<file path="src/rtl/alu_logic_pipe.sv">
// alu_logic_pipe: registered bitwise logic unit feeding a small result FIFO.
// Results carry zero/neg/err flags and a popped-result counter.
module alu_logic_pipe #(
    parameter int WIDTH = 32,
    parameter int DEPTH = 2,
    parameter int CNT_W = 16
) (
    input  logic             clk,
    input  logic             reset,
    input  logic             in_valid,
    output logic             in_ready,
    input  logic [2:0]       op,
    input  logic [WIDTH-1:0] a,
    input  logic [WIDTH-1:0] b,
    output logic             out_valid,
    input  logic             out_ready,
    output logic [WIDTH-1:0] out_data,
    output logic             out_zero,
    output logic             out_neg,
    output logic             out_err,
    output logic [CNT_W-1:0] ops_done
);

    localparam int PW = (DEPTH > 1) ? $clog2(DEPTH) : 1;
    localparam int CW = $clog2(DEPTH + 1);

    typedef struct packed {
        logic             err;
        logic [WIDTH-1:0] data;
    } entry_t;

    entry_t          mem [DEPTH];
    entry_t          res;
    entry_t          head;
    logic [PW-1:0]   wr_ptr;
    logic [PW-1:0]   rd_ptr;
    logic [CW-1:0]   count;
    logic            push;
    logic            pop;

    assign in_ready  = (count != CW'(DEPTH));
    assign out_valid = (count != '0);
    assign push      = in_valid & in_ready;
    assign pop       = out_valid & out_ready;
    assign head      = mem[rd_ptr];

    // Decode the operation into a result and error flag
    always_comb begin
        res = '0;
        unique case (op)
            3'b000: res.data = a & b;
            3'b001: res.data = a | b;
            3'b010: res.data = a ^ b;
            3'b011: res.data = ~(a | b);
            3'b100: res.data = a;
            3'b101: res.data = b;
            3'b110: res.data = ~a;
            3'b111: res.err  = 1'b1;
        endcase
    end

    // Result storage; contents are don't-care until marked valid by count
    always_ff @(posedge clk) begin
        if (push) begin
            mem[wr_ptr] <= res;
        end
    end

    // Pointers, occupancy and completed-op counter
    always_ff @(posedge clk or negedge reset) begin
        if (!reset) begin
            wr_ptr   <= '0;
            rd_ptr   <= '0;
            count    <= '0;
            ops_done <= '0;
        end else begin
            if (push) begin
                wr_ptr <= wr_ptr + PW'(1);
            end
            if (pop) begin
                rd_ptr   <= rd_ptr + PW'(1);
                ops_done <= ops_done + CNT_W'(1);
            end
            if (push && !pop) begin
                count <= count + CW'(1);
            end else if (pop && !push) begin
                count <= count - CW'(1);
            end
        end
    end

    // Present the head entry, forced to zero when the buffer is empty
    always_comb begin
        out_data = '0;
        out_zero = 1'b0;
        out_neg  = 1'b0;
        out_err  = 1'b0;
        if (out_valid) begin
            out_data = head.data;
            out_zero = (head.data == '0);
            out_neg  = head.data[WIDTH-1];
            out_err  = head.err;
        end
    end

endmodule

</file>
<file path="config.mk">
export PLATFORM = sky130hd
export DESIGN_NAME = alu_logic_pipe
export DESIGN_NICKNAME = d
export VERILOG_FILES = /design/src/rtl/alu_logic_pipe.sv
export SDC_FILE = /design/constraint.sdc
export NUM_CORES = 1
export LEC_CHECK = 0
export CAP_MARGIN = 20
export CORE_MARGIN = 2
export CORE_UTILIZATION = 53
export CTS_BUF_LIST = sky130_fd_sc_hd__clkbuf_16
export DETAILED_ROUTE_END_ITERATION = 6
export MAX_ROUTING_LAYER = met4
export PLACE_DENSITY = 0.89
export SYNTH_ARGS = -nofsm -noshare
export SYNTH_HDL_FRONTEND = slang
export SYNTH_SLANG_ARGS = --single-unit
</file>
<file path="constraint.sdc">
create_clock -name clk -period 2.95 [get_ports clk]
set_input_delay 0.295 -clock clk [delete_from_list [all_inputs] [get_ports clk]]
set_output_delay 0.295 -clock clk [all_outputs]
set_load 0.005 [all_outputs]
</file>
==> run_results.csv <==
group,metric,value,unit
logic_synthesis,ys_seq_elements,86,
critical_path,r2r_start,"count[1]",
logic_synthesis,netlist.area_leader.share,0.3078,
logic_synthesis,synth_edf_count,66,
routing,drt_iter0_markers,315,
timing,setup_slack,108.5,ps
grt,grt_max_degree,51,
floorplan,io_pins,124,
routing,vias_per_cell,5.928,
power_and_ir_drop,ir_worst_vdd,315.2,uV
timing,drv_slew,0,
logic_synthesis,yosysUniqueCellTypes,45,
critical_path,ff2ff_path_depth,8,
logic_synthesis,synth.avg_cell_area,10.11,um2
clock_tree,clk_latency,330,ps
timing,slew_headroom,0.3799,
critical_path,arrival,2550,ps
routing,post-route-drc-count,0,
job,max_cap_violations,0,
placement,place_area,7736,um2
placement,dp_hpwl,11940,um
critical_path,crit_path_start_kind,"flop",
clock_tree,h-tree-depth,3,
timing,clock_skew,5.441,ps
critical_path,crit_type,"reg2out",
critical_path,required,2650,ps
finish,final_util,0.6736,
finish,final_nets,878,
timing,period_share,0.9632,
placement,io_buffers,123,
clock_tree,cts_setup_buffers,0,
logic_synthesis,synth_area,6439,um2
clock_tree,ctsRootBufferMaster,"clkbuf_16",
grt,grt_pass1_wl,24940,um
grt,antenna_found_initial,1,
clock_tree,cts_tree,"yes",
hold_path,worstHoldStart,"ops_done[15]",
critical_path,end_kind,"primary output",
placement,place_ws,435.7,ps
logic_synthesis,seq_area_frac_synth,0.3855,
finish,drive_above_1_share,0.06577,
timing,hold_violations,0,
timing,rsz0062_at_grt,"no",
hold_path,hold_path.class,"reg2reg",
routing,vias,5294,
routing,firstDrtPassIters,5,
clock_tree,numCtsBuffers,9,
logic_synthesis,yosys_warnings,0,
power_and_ir_drop,p_leak,3.473,nW
critical_path,worstReg2RegEnd,"count[1]",
floorplan,die_h,114.2,um
floorplan,rows,40,
logic_synthesis,syn_inst,637,
routing,antenna_left,0,
grt,grt_overflow,0,
finish,nFillCells,894,
routing,routed_wl,15860,um
logic_synthesis,synth_flop_cell,"edfxtp_1",
grt,grt_pass1_vias,5205,
timing,setup_viol,0,
floorplan,die_w,114.2,um
routing,routedWlPerCell,17.76,um
outcome,status,"completed",
finish,layout-area-overhead-vs-synth,24.62,%
timing,worstMarginPinSlew,927.3,ps
timing,fmaxAchievable,0.3519,GHz
floorplan,core,11910,um2
critical_path,r2r_slack,1250,ps
timing,hold_slack,476.3,ps
clock_tree,cts_sinks,86,
timing,finalCriticalPeriod,2842,ps
power_and_ir_drop,p_per_area,641.0,nW/um2
clock_tree,clockBufferDepth,2,
logic_synthesis,synth_nets,774,
clock_tree,cts.reportedPaths.clkPinSlew,60,ps
floorplan,start_util,0.5405,
logic_synthesis,synth_top_area_cell,"edfxtp_1",
hold_path,min_path_cells,1,
hold_path,worstHoldEndpoint,"ops_done[15]",
logic_synthesis,ys_top_cells_by_area,"edfxtp_1 31%, ha_1 13%, mux2i_1 9.2%",
logic_synthesis,synthArstFlopShare,0.2326,
finish,stdcell_area,8024,um2
placement,gp_congestion,0.8834,
timing,tns,0,ps
critical_path,worstPathMaxFanout,8,
floorplan,die_area,13050,um2
grt,grt_usage,0.2478,
-- registers in the layout (all words and copies together), names as in the netlist --
register  flops
count         2
mem          66
ops_done     16
rd_ptr        1
wr_ptr        1
-- power by group --
| group | leakage [nW] | internal, mW | total, mW | switching, mW |
|---|---|---|---|---|
| clock network | 0.134 | 0.640 | 1.07 | 0.425 |
| registers | 0.881 | 1.67 | 1.90 | 0.223 |
| logic | 2.46 | 1.15 | 2.18 | 1.03 |
-- per-stage QoR --
| step | total power [mW] | std cells |
|---|---|---|
| after floorplan | 2.968 | 637 |
| final | 5.143 | 893 |
| after detailed placement | 4.076 | 877 |
| after global placement | 3.977 | 877 |
| after global routing | 5.423 | 893 |
| after CTS | 5.152 | 892 |
-- synthesized netlist by cell type, types with 4 or more instances --
master,number
ha_1,66
o21bai_1,7
a221o_1,11
inv_1,72
o221ai_1,10
mux2i_1,59
nor4_1,9
clkbuf_1,14
nor2_1,65
a31oi_1,7
o21ai_0,7
nand2_1,21
dfrtp_1,20
nand4_1,7
nor3_1,4
a22oi_1,7
nor2b_1,6
nand3_1,5
nand2b_1,11
a211oi_1,12
mux2_2,15
a21oi_1,8
buf_2,19
a2bb2oi_1,13
o22ai_1,24
edfxtp_1,66
xor2_1,20
o2bb2ai_1,7
buf_4,6
xnor2_1,17
-- layout make-up --
type                    instances  area (um2)  share of cell area
multi-input cells             437        3483              0.4341
flip-flops and latches         86        2484              0.3095
well taps                     147       183.9             0.02292
diodes                          1       2.502           0.0003119
clock inverters                 6       53.80            0.006705
clock buffers                   9       225.2             0.02807
inverters                      72       270.3             0.03368
repair buffers                135        1321              0.1647
-- timing repair --
action | CTS | global route
hold buffers | 0 | 0
gates resized for setup | 0 | 1
setup endpoints to repair | 0 | 1
-- layer usage --
layer | up-vias | track usage | share of wire
li1 | 2498 | - | -
met1 | 2528 | 0.3033 | 0.41
met2 | 235 | 0.4179 | 0.50
met3 | 33 | 0.04182 | 0.065
met4 | 0 | 0.08374 | 0.020
met5 | - | - | 0
-- kinds of logic after synthesis --
family | count (synthesis) | synth area share
AOI/OAI and AO/OA | 117 | 0.1358
DFF | 86 | 0.3855
buffers and inverters | 114 | 0.07482
adders and majority gates | 66 | 0.1283
and+or+nand+nor | 143 | 0.1073
muxes | 74 | 0.1180
xor gates and xnor gates | 37 | 0.05033
-- worst max-delay path, cell delays in order (launching register included) --
cell	delay (ps)
dfrtp_2	470
nor4_2	320
nand4_1	150
or4_1	460
a221oi_2	270
clkdlybuf4s50_1	550
-- cells in the final DEF, fill, tap and decap left out, drive strengths merged, types with 8 or more instances in the layout --
cell type and instances:
dfrtp 20, nand2 21, a211oi 12, nor4 10
mux2i 59, xor2 20, nand2b 11, inv 72
xnor2 17, o22ai 24, a221o 11, o221ai 10
clkdlybuf4s50 120, a2bb2oi 13, ha 66, nor2 66
clkbuf 9, mux2 15, buf 15, a21oi 8
edfxtp 66
-- how the worst max path moves through the flow --
stage	start	endpoint	slack, ps
floorplan	count[0]	mem[0][0]	440
global placement	rd_ptr	out_zero	520
detailed placement	rd_ptr	out_zero	440
CTS	rd_ptr	out_zero	60
global route	rd_ptr	out_zero	6
finish	rd_ptr	out_zero	110
Power figures use the tool's default switching activity.
